<file path="config.mk">
export PLATFORM = sky130hd
export DESIGN_NAME = instr_enc_loader_flat
export DESIGN_NICKNAME = d
export VERILOG_FILES = /design/src/rtl/instr_enc_loader_pkg.sv /design/src/rtl/instr_enc_loader_if.sv /design/src/rtl/instr_enc_loader_word_enc.sv /design/src/rtl/instr_enc_loader.sv /design/src/flat_wrapper.sv
export SDC_FILE = /design/constraint.sdc
export NUM_CORES = 1
export LEC_CHECK = 0
export ABC_AREA = 1
export CORE_MARGIN = 1
export CORE_UTILIZATION = 44
export CTS_CLUSTER_DIAMETER = 150
export DETAILED_ROUTE_END_ITERATION = 8
export GPL_TIMING_DRIVEN = 0
export PLACE_DENSITY = 0.91
export SLEW_MARGIN = 20
export SYNTH_ARGS = -nofsm -noshare
export SYNTH_HDL_FRONTEND = slang
export SYNTH_SLANG_ARGS = --single-unit
</file>
<file path="constraint.sdc">
create_clock -name clk -period 4.44 [get_ports clk]
set_input_delay 0.888 -clock clk [delete_from_list [all_inputs] [get_ports clk]]
set_output_delay 0.888 -clock clk [all_outputs]
set_load 0.01 [all_outputs]
</file>
<file path="src/rtl/instr_enc_loader_pkg.sv">
// Shared MIPS encoding definitions: instruction kinds, opcodes, field positions
// and small word-building helpers used by the loader and the main decoder.
package mips_enc_pkg;

  typedef enum logic [3:0] {
    RTYPE = 4'd0,
    LW    = 4'd1,
    SW    = 4'd2,
    BEQ   = 4'd3,
    J     = 4'd4,
    ADDI  = 4'd5,
    LUI   = 4'd6,
    BNE   = 4'd7,
    JAL   = 4'd8,
    SLTI  = 4'd9
  } instr_kind_e;

  typedef enum logic [1:0] {
    ST_IDLE,
    ST_LOAD,
    ST_FULL,
    ST_DRAIN
  } load_state_e;

  localparam logic [5:0] OP_RTYPE = 6'b000000;
  localparam logic [5:0] OP_LW    = 6'b100011;
  localparam logic [5:0] OP_SW    = 6'b101011;
  localparam logic [5:0] OP_BEQ   = 6'b000100;
  localparam logic [5:0] OP_J     = 6'b000010;
  localparam logic [5:0] OP_ADDI  = 6'b001000;
  localparam logic [5:0] OP_LUI   = 6'b001111;
  localparam logic [5:0] OP_BNE   = 6'b000101;
  localparam logic [5:0] OP_JAL   = 6'b000011;
  localparam logic [5:0] OP_SLTI  = 6'b001010;

  localparam int OP_LSB    = 26;
  localparam int RS_LSB    = 21;
  localparam int RT_LSB    = 16;
  localparam int RD_LSB    = 11;
  localparam int SHAMT_LSB = 6;

  // Opcode lookup for every kind; legality is decided by the encoder.
  function automatic logic [5:0] opcode_of(instr_kind_e kind);
    case (kind)
      RTYPE:   return OP_RTYPE;
      LW:      return OP_LW;
      SW:      return OP_SW;
      BEQ:     return OP_BEQ;
      J:       return OP_J;
      ADDI:    return OP_ADDI;
      LUI:     return OP_LUI;
      BNE:     return OP_BNE;
      JAL:     return OP_JAL;
      SLTI:    return OP_SLTI;
      default: return OP_RTYPE;
    endcase
  endfunction

  function automatic logic [31:0] enc_r(logic [4:0] rs, logic [4:0] rt, logic [4:0] rd,
                                        logic [4:0] shamt, logic [5:0] funct);
    logic [31:0] w;
    w = '0;
    w[OP_LSB +: 6]    = OP_RTYPE;
    w[RS_LSB +: 5]    = rs;
    w[RT_LSB +: 5]    = rt;
    w[RD_LSB +: 5]    = rd;
    w[SHAMT_LSB +: 5] = shamt;
    w[5:0]            = funct;
    return w;
  endfunction

  function automatic logic [31:0] enc_i(logic [5:0] op, logic [4:0] rs, logic [4:0] rt,
                                        logic [15:0] imm);
    logic [31:0] w;
    w = '0;
    w[OP_LSB +: 6] = op;
    w[RS_LSB +: 5] = rs;
    w[RT_LSB +: 5] = rt;
    w[15:0]        = imm;
    return w;
  endfunction

  function automatic logic [31:0] enc_j(logic [5:0] op, logic [25:0] target);
    logic [31:0] w;
    w = '0;
    w[OP_LSB +: 6] = op;
    w[25:0]        = target;
    return w;
  endfunction

endpackage

</file>
<file path="src/rtl/instr_enc_loader_if.sv">
// Request and instruction-memory write bundle for instr_enc_loader.
// master: boot host / memory side; slave: the loader itself.
interface instr_enc_loader_if import mips_enc_pkg::*; #(
  parameter int AW = 32
) ();

  logic              start;
  logic              finish;
  logic              req_valid;
  logic              req_ready;
  instr_kind_e       req_kind;
  logic [4:0]        req_rs;
  logic [4:0]        req_rt;
  logic [4:0]        req_rd;
  logic [4:0]        req_shamt;
  logic [5:0]        req_funct;
  logic [15:0]       req_imm;
  logic [25:0]       req_target;
  logic              imem_we;
  logic              imem_ready;
  logic [AW-1:0]     imem_addr;
  logic [31:0]       imem_wdata;
  logic              busy;
  logic              done;
  logic [6:0]        count;
  logic              err;

  modport master (
    output start, finish, req_valid, req_kind, req_rs, req_rt, req_rd,
           req_shamt, req_funct, req_imm, req_target, imem_ready,
    input  req_ready, imem_we, imem_addr, imem_wdata, busy, done, count, err
  );

  modport slave (
    input  start, finish, req_valid, req_kind, req_rs, req_rt, req_rd,
           req_shamt, req_funct, req_imm, req_target, imem_ready,
    output req_ready, imem_we, imem_addr, imem_wdata, busy, done, count, err
  );

endinterface

</file>
<file path="src/rtl/instr_enc_loader_word_enc.sv">
// instr_word_enc: combinational kind + fields -> 32-bit MIPS word and legality.
// Optional macro INSTR_EXT_OPS_EN enables LUI, BNE, JAL and SLTI; without it
// those kinds report illegal.
module instr_word_enc import mips_enc_pkg::*; (
  input  instr_kind_e kind_i,
  input  logic [4:0]  rs_i,
  input  logic [4:0]  rt_i,
  input  logic [4:0]  rd_i,
  input  logic [4:0]  shamt_i,
  input  logic [5:0]  funct_i,
  input  logic [15:0] imm_i,
  input  logic [25:0] target_i,
  output logic [31:0] word_o,
  output logic        legal_o
);

  logic [5:0] op;

  // Build the word from only the fields the kind uses; unknown kinds stay illegal.
  always_comb begin
    op      = opcode_of(kind_i);
    word_o  = '0;
    legal_o = 1'b0;
    case (kind_i)
      RTYPE: begin
        word_o  = enc_r(rs_i, rt_i, rd_i, shamt_i, funct_i);
        legal_o = 1'b1;
      end
      LW, SW, BEQ, ADDI: begin
        word_o  = enc_i(op, rs_i, rt_i, imm_i);
        legal_o = 1'b1;
      end
      J: begin
        word_o  = enc_j(op, target_i);
        legal_o = 1'b1;
      end
`ifdef INSTR_EXT_OPS_EN
      BNE, SLTI: begin
        word_o  = enc_i(op, rs_i, rt_i, imm_i);
        legal_o = 1'b1;
      end
      LUI: begin
        word_o  = enc_i(op, 5'd0, rt_i, imm_i);
        legal_o = 1'b1;
      end
      JAL: begin
        word_o  = enc_j(op, target_i);
        legal_o = 1'b1;
      end
`endif
      default: begin
        word_o  = '0;
        legal_o = 1'b0;
      end
    endcase
  end

endmodule

</file>
<file path="src/rtl/instr_enc_loader.sv">
// instr_enc_loader: encodes instruction requests and streams them into imem at
// sequential word addresses through a single registered output stage.
// Optional macro INSTR_EXT_OPS_EN enables the extended kinds in the encoder.
module instr_enc_loader import mips_enc_pkg::*; #(
  parameter logic [31:0] BASE_ADDR = 32'h0000_0000,
  parameter int          DEPTH     = 64,
  parameter int          AW        = 32
) (
  input  logic               clk,
  input  logic               reset_n,
  instr_enc_loader_if.slave  bus
);

  localparam logic [7:0] DEPTH_W = 8'(DEPTH);

  load_state_e   state_q, state_d;
  logic          we_q, we_d;
  logic [AW-1:0] addr_q, addr_d;
  logic [31:0]   wdata_q, wdata_d;
  logic [6:0]    count_q, count_d;
  logic          err_q, err_d;
  logic          done_c;

  logic [31:0]   enc_word;
  logic          enc_legal;
  logic [7:0]    occupancy;
  logic          write_fire;
  logic          req_ready_c;
  logic          accept;

  instr_word_enc u_enc (
    .kind_i   (bus.req_kind),
    .rs_i     (bus.req_rs),
    .rt_i     (bus.req_rt),
    .rd_i     (bus.req_rd),
    .shamt_i  (bus.req_shamt),
    .funct_i  (bus.req_funct),
    .imm_i    (bus.req_imm),
    .target_i (bus.req_target),
    .word_o   (enc_word),
    .legal_o  (enc_legal)
  );

  // Words written plus the one waiting in the output register must stay below DEPTH.
  assign occupancy   = {1'b0, count_q} + {7'd0, we_q};
  assign write_fire  = we_q && bus.imem_ready;
  assign req_ready_c = (state_q == ST_LOAD) && (!we_q || bus.imem_ready) && (occupancy < DEPTH_W);
  assign accept      = bus.req_valid && req_ready_c;

  // Next-state logic for the session FSM, output stage, address and counters.
  always_comb begin
    state_d = state_q;
    we_d    = we_q;
    addr_d  = addr_q;
    wdata_d = wdata_q;
    count_d = count_q;
    err_d   = err_q;
    done_c  = 1'b0;

    if (write_fire) begin
      we_d    = 1'b0;
      addr_d  = addr_q + AW'(4);
      count_d = count_q + 7'd1;
    end

    if (accept) begin
      if (enc_legal) begin
        we_d    = 1'b1;
        wdata_d = enc_word;
      end else begin
        err_d = 1'b1;
      end
    end

    case (state_q)
      ST_IDLE: begin
        if (bus.start) begin
          state_d = ST_LOAD;
          addr_d  = AW'(BASE_ADDR);
          count_d = '0;
        end
      end
      ST_LOAD: begin
        if (bus.finish) begin
          state_d = ST_DRAIN;
        end else if ({1'b0, count_q} == DEPTH_W) begin
          state_d = ST_FULL;
        end
      end
      ST_FULL: begin
        if (bus.req_valid) begin
          err_d = 1'b1;
        end
        if (bus.finish) begin
          state_d = ST_DRAIN;
        end
      end
      ST_DRAIN: begin
        if (!we_q) begin
          state_d = ST_IDLE;
          done_c  = 1'b1;
        end
      end
      default: state_d = ST_IDLE;
    endcase
  end

  // State register; reset drops any pending write and returns to IDLE.
  always_ff @(posedge clk) begin
    if (!reset_n) begin
      state_q <= ST_IDLE;
      we_q    <= 1'b0;
      addr_q  <= AW'(BASE_ADDR);
      wdata_q <= '0;
      count_q <= '0;
      err_q   <= 1'b0;
    end else begin
      state_q <= state_d;
      we_q    <= we_d;
      addr_q  <= addr_d;
      wdata_q <= wdata_d;
      count_q <= count_d;
      err_q   <= err_d;
    end
  end

  assign bus.req_ready  = req_ready_c;
  assign bus.imem_we    = we_q;
  assign bus.imem_addr  = addr_q;
  assign bus.imem_wdata = wdata_q;
  assign bus.busy       = (state_q != ST_IDLE);
  assign bus.done       = done_c;
  assign bus.count      = count_q;
  assign bus.err        = err_q;

endmodule

</file>
<file path="src/flat_wrapper.sv">
// flat-port wrapper written by rule: the top's interface ports become plain ports
module instr_enc_loader_flat import mips_enc_pkg::*;
#(
  parameter logic [31:0] BASE_ADDR = 32'h0000_0000,
  parameter int          DEPTH     = 64,
  parameter int          AW        = 32
)
  (clk, reset_n, bus_start, bus_finish, bus_req_valid, bus_req_kind, bus_req_rs, bus_req_rt, bus_req_rd, bus_req_shamt, bus_req_funct, bus_req_imm, bus_req_target, bus_imem_ready, bus_req_ready, bus_imem_we, bus_imem_addr, bus_imem_wdata, bus_busy, bus_done, bus_count, bus_err);
  instr_enc_loader_if #(.AW(AW)) bus_i ();
  input  logic clk;
  input  logic reset_n;
  input wire logic [$bits(bus_i.start)-1:0] bus_start;
  input wire logic [$bits(bus_i.finish)-1:0] bus_finish;
  input wire logic [$bits(bus_i.req_valid)-1:0] bus_req_valid;
  input wire logic [$bits(bus_i.req_kind)-1:0] bus_req_kind;
  input wire logic [$bits(bus_i.req_rs)-1:0] bus_req_rs;
  input wire logic [$bits(bus_i.req_rt)-1:0] bus_req_rt;
  input wire logic [$bits(bus_i.req_rd)-1:0] bus_req_rd;
  input wire logic [$bits(bus_i.req_shamt)-1:0] bus_req_shamt;
  input wire logic [$bits(bus_i.req_funct)-1:0] bus_req_funct;
  input wire logic [$bits(bus_i.req_imm)-1:0] bus_req_imm;
  input wire logic [$bits(bus_i.req_target)-1:0] bus_req_target;
  input wire logic [$bits(bus_i.imem_ready)-1:0] bus_imem_ready;
  output wire logic [$bits(bus_i.req_ready)-1:0] bus_req_ready;
  output wire logic [$bits(bus_i.imem_we)-1:0] bus_imem_we;
  output wire logic [$bits(bus_i.imem_addr)-1:0] bus_imem_addr;
  output wire logic [$bits(bus_i.imem_wdata)-1:0] bus_imem_wdata;
  output wire logic [$bits(bus_i.busy)-1:0] bus_busy;
  output wire logic [$bits(bus_i.done)-1:0] bus_done;
  output wire logic [$bits(bus_i.count)-1:0] bus_count;
  output wire logic [$bits(bus_i.err)-1:0] bus_err;
  assign bus_i.start = bus_start;
  assign bus_i.finish = bus_finish;
  assign bus_i.req_valid = bus_req_valid;
  assign bus_i.req_kind = bus_req_kind;
  assign bus_i.req_rs = bus_req_rs;
  assign bus_i.req_rt = bus_req_rt;
  assign bus_i.req_rd = bus_req_rd;
  assign bus_i.req_shamt = bus_req_shamt;
  assign bus_i.req_funct = bus_req_funct;
  assign bus_i.req_imm = bus_req_imm;
  assign bus_i.req_target = bus_req_target;
  assign bus_i.imem_ready = bus_imem_ready;
  assign bus_req_ready = bus_i.req_ready;
  assign bus_imem_we = bus_i.imem_we;
  assign bus_imem_addr = bus_i.imem_addr;
  assign bus_imem_wdata = bus_i.imem_wdata;
  assign bus_busy = bus_i.busy;
  assign bus_done = bus_i.done;
  assign bus_count = bus_i.count;
  assign bus_err = bus_i.err;
  instr_enc_loader #(.BASE_ADDR(BASE_ADDR), .DEPTH(DEPTH), .AW(AW)) u_core (.clk(clk), .reset_n(reset_n), .bus(bus_i));
endmodule
</file>
**Word level (Yosys, flattened, before mapping)**

Memory sizes are Yosys's and may differ from the RTL's.
Cells that the tools add are included.

- Word-level logic and storage cells: 60
- Output and inout bits: 76
- ROM bits: 80
- Memories: 1
- Input port bits: 78
- Register bits: 75

- Mux-type cells: 23
- $add $sub $neg: 3
- $lt $le $gt $ge: 1
- Eq/ne operators: 13
- Reductions and logical operators: 13

Memories:

| name | words | width | rd ports | clocked after Yosys merged registers in | wr ports | RTL line | text |
|---|---|---|---|---|---|---|---|
| (no name shown) | 16 | 5 | 1 | 0 | 0 | instr_enc_loader_pkg.sv:44 | `case (kind)` |

Operator list:

| kind | count |
|---|---|
| 32-bit 2-to-1 mux | 3 |
| 32-bit case mux with 3 select lines | 1 |
| 32-bit by 3-bit adder with 32-bit output, second input constant | 1 |
| 7-bit 2-to-1 mux | 3 |
| 1-bit 2-to-1 mux | 10 |
| 2-bit 2-to-1 mux | 5 |
| 7-bit by 1-bit adder with 8-bit output | 1 |
| 4-bit by 2-bit equality test with 1-bit output, second input constant | 2 |
| 4-bit by 3-bit equality test with 1-bit output, second input constant | 2 |
| 8-bit by 7-bit < comparator with 1-bit output, second input constant | 1 |
| 2-bit case mux with 4 select lines | 1 |
| 7-bit by 1-bit adder with 7-bit output, second input constant | 1 |
| 7-bit equality test, second input constant | 1 |
| 2-bit != test, second input constant | 3 |
| 6-bit OR reduction | 1 |
| 2-bit equality test, second input constant | 2 |
| 4-bit by 1-bit equality test with 1-bit output, second input constant | 1 |
| 1-bit logical AND | 4 |
| 4-bit zero test | 1 |
| 4-bit AND reduction | 1 |
| 4-bit OR reduction | 1 |
| 3-bit != test, second input constant | 1 |
| 2-bit by 1-bit equality test with 1-bit output, second input constant | 1 |
| 2-bit zero test | 1 |
| other kinds (4) | 4 |

**Longest topological paths before layout**

- Depth after elaboration: 8
- Mapped depth: 11
- Gate-level depth less buffers: 11

**Hierarchy**

Synthesis repeated with hierarchy kept, for this count alone.

- Cell total of the unflattened synthesis: 702
- Area, all modules: 4458.0 um^2

Modules (own cells, without submodules):

| module | area an instance (um^2) | sequential area each (um^2) | times used | cells an instance |
|---|---|---|---|---|
| instr_enc_loader | 3686.0 | 1461.4 | 1 | 541 |
| instr_word_enc | 772.0 | 0.0 | 1 | 161 |

**Worst setup path after synthesis**

No wires, ideal clock.

- Path type: input to output
- From: input bus_imem_ready
- To: output bus_req_ready
- Path buffers: 0
- Data arrival time: 1.453 ns
- Required time: 3.552 ns
- Path slack: 2.099 ns
- Stages on the path: 4
- Cell sequence: inv_1 -> a21boi_1 -> nand2_1 -> nor3b_1

- Cells in the longest elaborated chain, start to end: 3

RTL lines:

| what | RTL line | text |
|---|---|---|
| start, declared | flat_wrapper.sv:23 | `input wire logic [$bits(bus_i.imem_ready)-1:0] bus_imem_ready;` |
| 1-bit logical OR | instr_enc_loader.sv:47 | `assign req_ready_c = (state_q == ST_LOAD) && (!we_q \|\| bus.imem_ready) && (occupancy < DEPTH_W);` |
| 1-bit logical AND (2 in series) | instr_enc_loader.sv:47 |  |
| end, declared | flat_wrapper.sv:24 | `output wire logic [$bits(bus_i.req_ready)-1:0] bus_req_ready;` |

No other way between the ends.

**Worst setup path in the final report**

Ends and elaborated chain as after synthesis.

==> results.txt <==
The flow ran to the end, and the final reports show no timing, DRC or antenna violations. After clock tree synthesis, the clock-pin slew on the worst setup and hold paths is around 0.080 ns. The cell area after technology mapping came out at 4120 sq um. Dividing the detail-routed wire length by the instance count gives 12.3 um. The worst flop-to-flop path endpoint is u_core.bus.count[5]$_SDFF_PN0_.

The aggregate global-route resource usage came out at between 20% and 30%. The fmax came out at between 200 and 300 MHz. The number of enable-type register cells in the synthesized netlist is 0.

For this design, the slowest cell found on the critical path is sky130_fd_sc_hd__clkdlybuf4s50_1. Summed over all layers, the global routing overflow is 0. The logic depth of the worst register-to-register path is 6. The final cycle utilization of the critical path came out at between 70% and 80%. The flop and latch count out of synthesis is around 70. The number of filler instances in the final layout came out at ~800. The worst path meets setup with slightly above 0.9 ns of slack. The number of diodes added for antenna fixing is 0.

Following the worst setup path forward leads to its endpoint at bus_req_ready. The share of synthesized flip-flops with an asynchronous set or reset came out at 0%. The sequential-to-total area share from yosys stat came out at 35.0%.

The clock network is responsible for between 30% and 40% of the overall power. The critical path goes through clkdlybuf4s50_1 > inv_1 > a21boi_1 > nand2_1 > nor3b_1 > clkdlybuf4s50_1. The critical path crosses 6 cells after its start point. The deepest clock path buffer count is 2. The via count of the first global-routing pass came out at ~4300. The min-delay analysis places its worst path in the category flop to flop. The number of antenna violations at the first check in global routing is 0. The clock sink total is 72.

STA classifies the critical path startpoint as an input port. The clock latency at the later pin of the worst-skew pair came out at about 0.35 ns. Setup violations remaining at the end of the flow were counted as 0. In this run switching power makes up around 29% of total power. For this block, the routed nets add up to around 11 mm of wire.

The worst vdd rail ir drop came out at between 150 and 200 uV. The clock arrives with around 0.0094 ns of skew. The HPWL reported at the end of detailed placement is ~8.7 mm. The die outline width came out at 98.8 um. The worst register-to-register path begins at u_core.state_q[0]$_SDFFE_PN0P_.

The detail route stage leaves a number of antenna-violating nets equal to 0. The Yosys step of the flow raised 0 warnings. In this design, the critical path's most frequently occurring cell is sky130_fd_sc_hd__clkdlybuf4s50_1. Buffers inserted to repair hold after CTS numbered 0. STA classifies the critical path endpoint as a primary output.

The number of core rows came out at 34. The worst slack after detailed placement is 0.919 ns. The number of top-level pins came out at ~150. The most used flip-flop cell after synthesis is sky130_fd_sc_hd__dfxtp_1. In this design, the stage delay of the slowest critical-path cell is just under 0.6 ns. The data required time of the worst path is around 3.6 ns. In the final timing run, aggregate negative setup slack is 0 ns. The post-route non-filler standard cell count is approximately 930.

The max-capacitance violation count is 0. The number of buffers and inverters on the critical path came out at 3. The per-instance average area after synthesis came out at between 6 and 7 sq um. The wire length of the first global-routing pass is ~19 mm. After the last flow step, the layout net total stands at roughly 910. By startpoint and endpoint, the worst setup path is classified as input port to primary output. The final count of hold timing violations is 0.

The critical path starts at bus_imem_ready. The leakage power total came out at approximately 2.6 nW. In the synthesized netlist, the number of instances is 653.

By area the synthesized netlist is led by sky130_fd_sc_hd__dfxtp_1 (35%), sky130_fd_sc_hd__nand2_1 (18%), sky130_fd_sc_hd__nor2_1 (10%), sky130_fd_sc_hd__inv_1 (7.8%), sky130_fd_sc_hd__nand3_1 (3.9%). Including well taps, the total number of placed cells is about 910. The placeable core area is ~8900 sq um. The share of power burned in combinational logic came out at between 20% and 30%. The net switching power is ~0.54 mW. The vertical die dimension is about 99 um. The cell chosen for the clock root is sky130_fd_sc_hd__clkbuf_8. The routability-driven placement congestion ratio is 0.886. In this run, distinct cell masters in the synthesized netlist total 38.

TritonCTS built the clock tree. The slack of the worst reg-to-reg path came out at roughly 2.6 ns. In the post-synthesis netlist, the cell with the most instances is sky130_fd_sc_hd__nand2_1. The portion of total power attributed to sequential cells is 38.7%. The iteration count of the initial detailed-routing pass is 5. The remaining routing DRC violations is 0.

The number of clock buffers added by TritonCTS is 9. Once the floorplan was initialized, standard cells occupied a little under half of the core. The total power density per cell area came out at 306 nW/um^2. The number of levels the H-tree was split into came out at 3. The number of slew-limit violations in the final report came to 0. Detailed routing inserted a total of about 4500 vias. The shortest clock period the worst path allows after layout is ~3.5 ns. In the routed layout, each cell is associated on average with a via count of just under 5.

In this run the tool buffered the top-level ports with approximately 150 buffer cells. The number of gates resized after CTS was 0. The endpoint arrival time on the critical path is between 2 and 3 ns. Grouping stages by cell kind, the critical path spends the most delay in buffers and inverters. Along the worst path, the maximum fanout reaches 4. The top-area cell type share of the netlist area is 35.0%. The synthesized design spends more area on one cell type than any other, namely sky130_fd_sc_hd__dfxtp_1. The commonest cells after synthesis are sky130_fd_sc_hd__nand2_1 (193), sky130_fd_sc_hd__nor2_1 (115), sky130_fd_sc_hd__inv_1 (86). The multi-input combinational cells in the finished layout cover a total of about 2200 sq um. The sequential cells in the finished layout cover a total of 1440 sq um. The die area came out at 9760 sq um.

The buffer count from post-CTS setup fixing is 0. Setup repair after global routing left no endpoint under its margin. The cell-internal power came out at between 1 and 1.5 mW. The first-iteration detailed-routing DRC count is approximately 160. The relative area change from synthesis to final layout is 45.5%. Entering global routing, the biggest net connects 14 pins. The share of cells above drive strength 1 came out at 6.34%.
## sequential cells by signal, summed over array words and instances (netlist names)
| register | count |
|---|---|
| u_core.bus.imem_addr | 30 |
| u_core.bus.imem_we | 1 |
| u_core.state_q | 2 |
| u_core.bus.err | 1 |
| u_core.bus.count | 7 |
| u_core.bus.imem_wdata | 31 |
## how the worst min path moves through the flow
stage	depth (start not counted)	from	endpoint	slack [ns]
after floorplan	2	u_core.state_q[0]$_SDFFE_PN0P_	u_core.state_q[0]$_SDFFE_PN0P_	0.49
final	2	u_core.bus.imem_addr[6]$_SDFF_PN0_	u_core.bus.imem_addr[6]$_SDFF_PN0_	0.50
after global routing	2	u_core.bus.imem_addr[6]$_SDFF_PN0_	u_core.bus.imem_addr[6]$_SDFF_PN0_	0.52
after detailed placement	2	u_core.bus.imem_addr[6]$_SDFF_PN0_	u_core.bus.imem_addr[6]$_SDFF_PN0_	0.49
after global placement	2	u_core.bus.imem_addr[6]$_SDFF_PN0_	u_core.bus.imem_addr[6]$_SDFF_PN0_	0.48
after CTS	2	u_core.bus.imem_addr[6]$_SDFF_PN0_	u_core.bus.imem_addr[6]$_SDFF_PN0_	0.50
## worst min-delay path, stage by stage, from the launching register on
cell	delay, ns
sky130_fd_sc_hd__dfxtp_1	0.34
sky130_fd_sc_hd__inv_1	0.07
sky130_fd_sc_hd__a21oi_1	0.05
## power groups by stage
stage,sequential (mW),clock (mW),combinational [mW]
detailed placement,0.725,0,0.485
CTS,0.710,0.646,0.488
floorplan,0.733,0,0.258
global placement,0.723,0,0.473
global route,0.716,0.671,0.541
finish,0.711,0.638,0.487
## layer usage
layer	wire length (um)	GRT usage (%)	vias to the layer above
li1	-	-	2346
met4	220	9.41	0
met2	5450	43.8	177
met1	4830	28.0	1996
met5	0	0	-
met3	884	6.10	22
## cell type report
type / count / share of cell area [%]
Multi-Input combinational cell: 473 / 37.0
Tap cell: 108 / 2.25
Clock inverter: 7 / 2.00
Timing Repair Buffer: 149 / 24.8
Buffer: 22 / 2.27
Clock buffer: 9 / 2.06
Sequential cell: 72 / 24.0
Inverter: 88 / 5.50
## cells by family after synthesis
| logic type | after synthesis | synth area share, % |
|---|---|---|
| buffers and inverters | 110 | 11.3 |
| adder cells (fa/ha/maj) | 12 | 3.64 |
| AND/OR/NAND/NOR | 386 | 39.8 |
| AO/OA/AOI/OAI | 64 | 8.50 |
| XOR/XNOR | 8 | 1.70 |
| other | 1 | 0.0909 |
| flip-flops | 72 | 35.0 |
## per-stage QoR
step / instance area, sq um / utilization (%) / power [mW] / hold WS [ns]
6_report: 6000 / 67.5 / 1.84 / 0.503
5_1_grt: 6000 / 67.5 / 1.93 / 0.519
4_1_cts: 6000 / 67.5 / 1.84 / 0.501
3_5_place_dp: 5760 / 64.8 / 1.21 / 0.486
3_3_place_gp: 5760 / 64.8 / 1.20 / 0.484
2_1_floorplan: 4130 / - / 0.990 / 0.487
## placed cells by master (no fill, tap or decap), types with 2 or more instances in the layout
cell,count
sky130_fd_sc_hd__conb_1,3
sky130_fd_sc_hd__bufinv_16,3
sky130_fd_sc_hd__o21ai_1,8
sky130_fd_sc_hd__nand3b_1,2
sky130_fd_sc_hd__nor4_1,2
sky130_fd_sc_hd__nor2_2,5
sky130_fd_sc_hd__clkbuf_1,7
sky130_fd_sc_hd__a22oi_1,7
sky130_fd_sc_hd__inv_1,86
sky130_fd_sc_hd__xnor2_1,5
sky130_fd_sc_hd__nand3_1,32
sky130_fd_sc_hd__xor2_1,3
sky130_fd_sc_hd__o21ai_0,22
sky130_fd_sc_hd__nor2_4,4
sky130_fd_sc_hd__nor2_1,115
sky130_fd_sc_hd__buf_2,4
sky130_fd_sc_hd__a31oi_1,2
sky130_fd_sc_hd__buf_6,3
sky130_fd_sc_hd__clkdlybuf4s50_1,149
sky130_fd_sc_hd__dfxtp_1,72
sky130_fd_sc_hd__nand2_2,7
sky130_fd_sc_hd__a21oi_1,22
sky130_fd_sc_hd__nor3_1,10
sky130_fd_sc_hd__ha_1,12
sky130_fd_sc_hd__clkinv_4,2
sky130_fd_sc_hd__clkbuf_8,9
sky130_fd_sc_hd__buf_4,7
sky130_fd_sc_hd__nand2_1,193
sky130_fd_sc_hd__nand4_1,9
(Power assumes the default switching activity.)
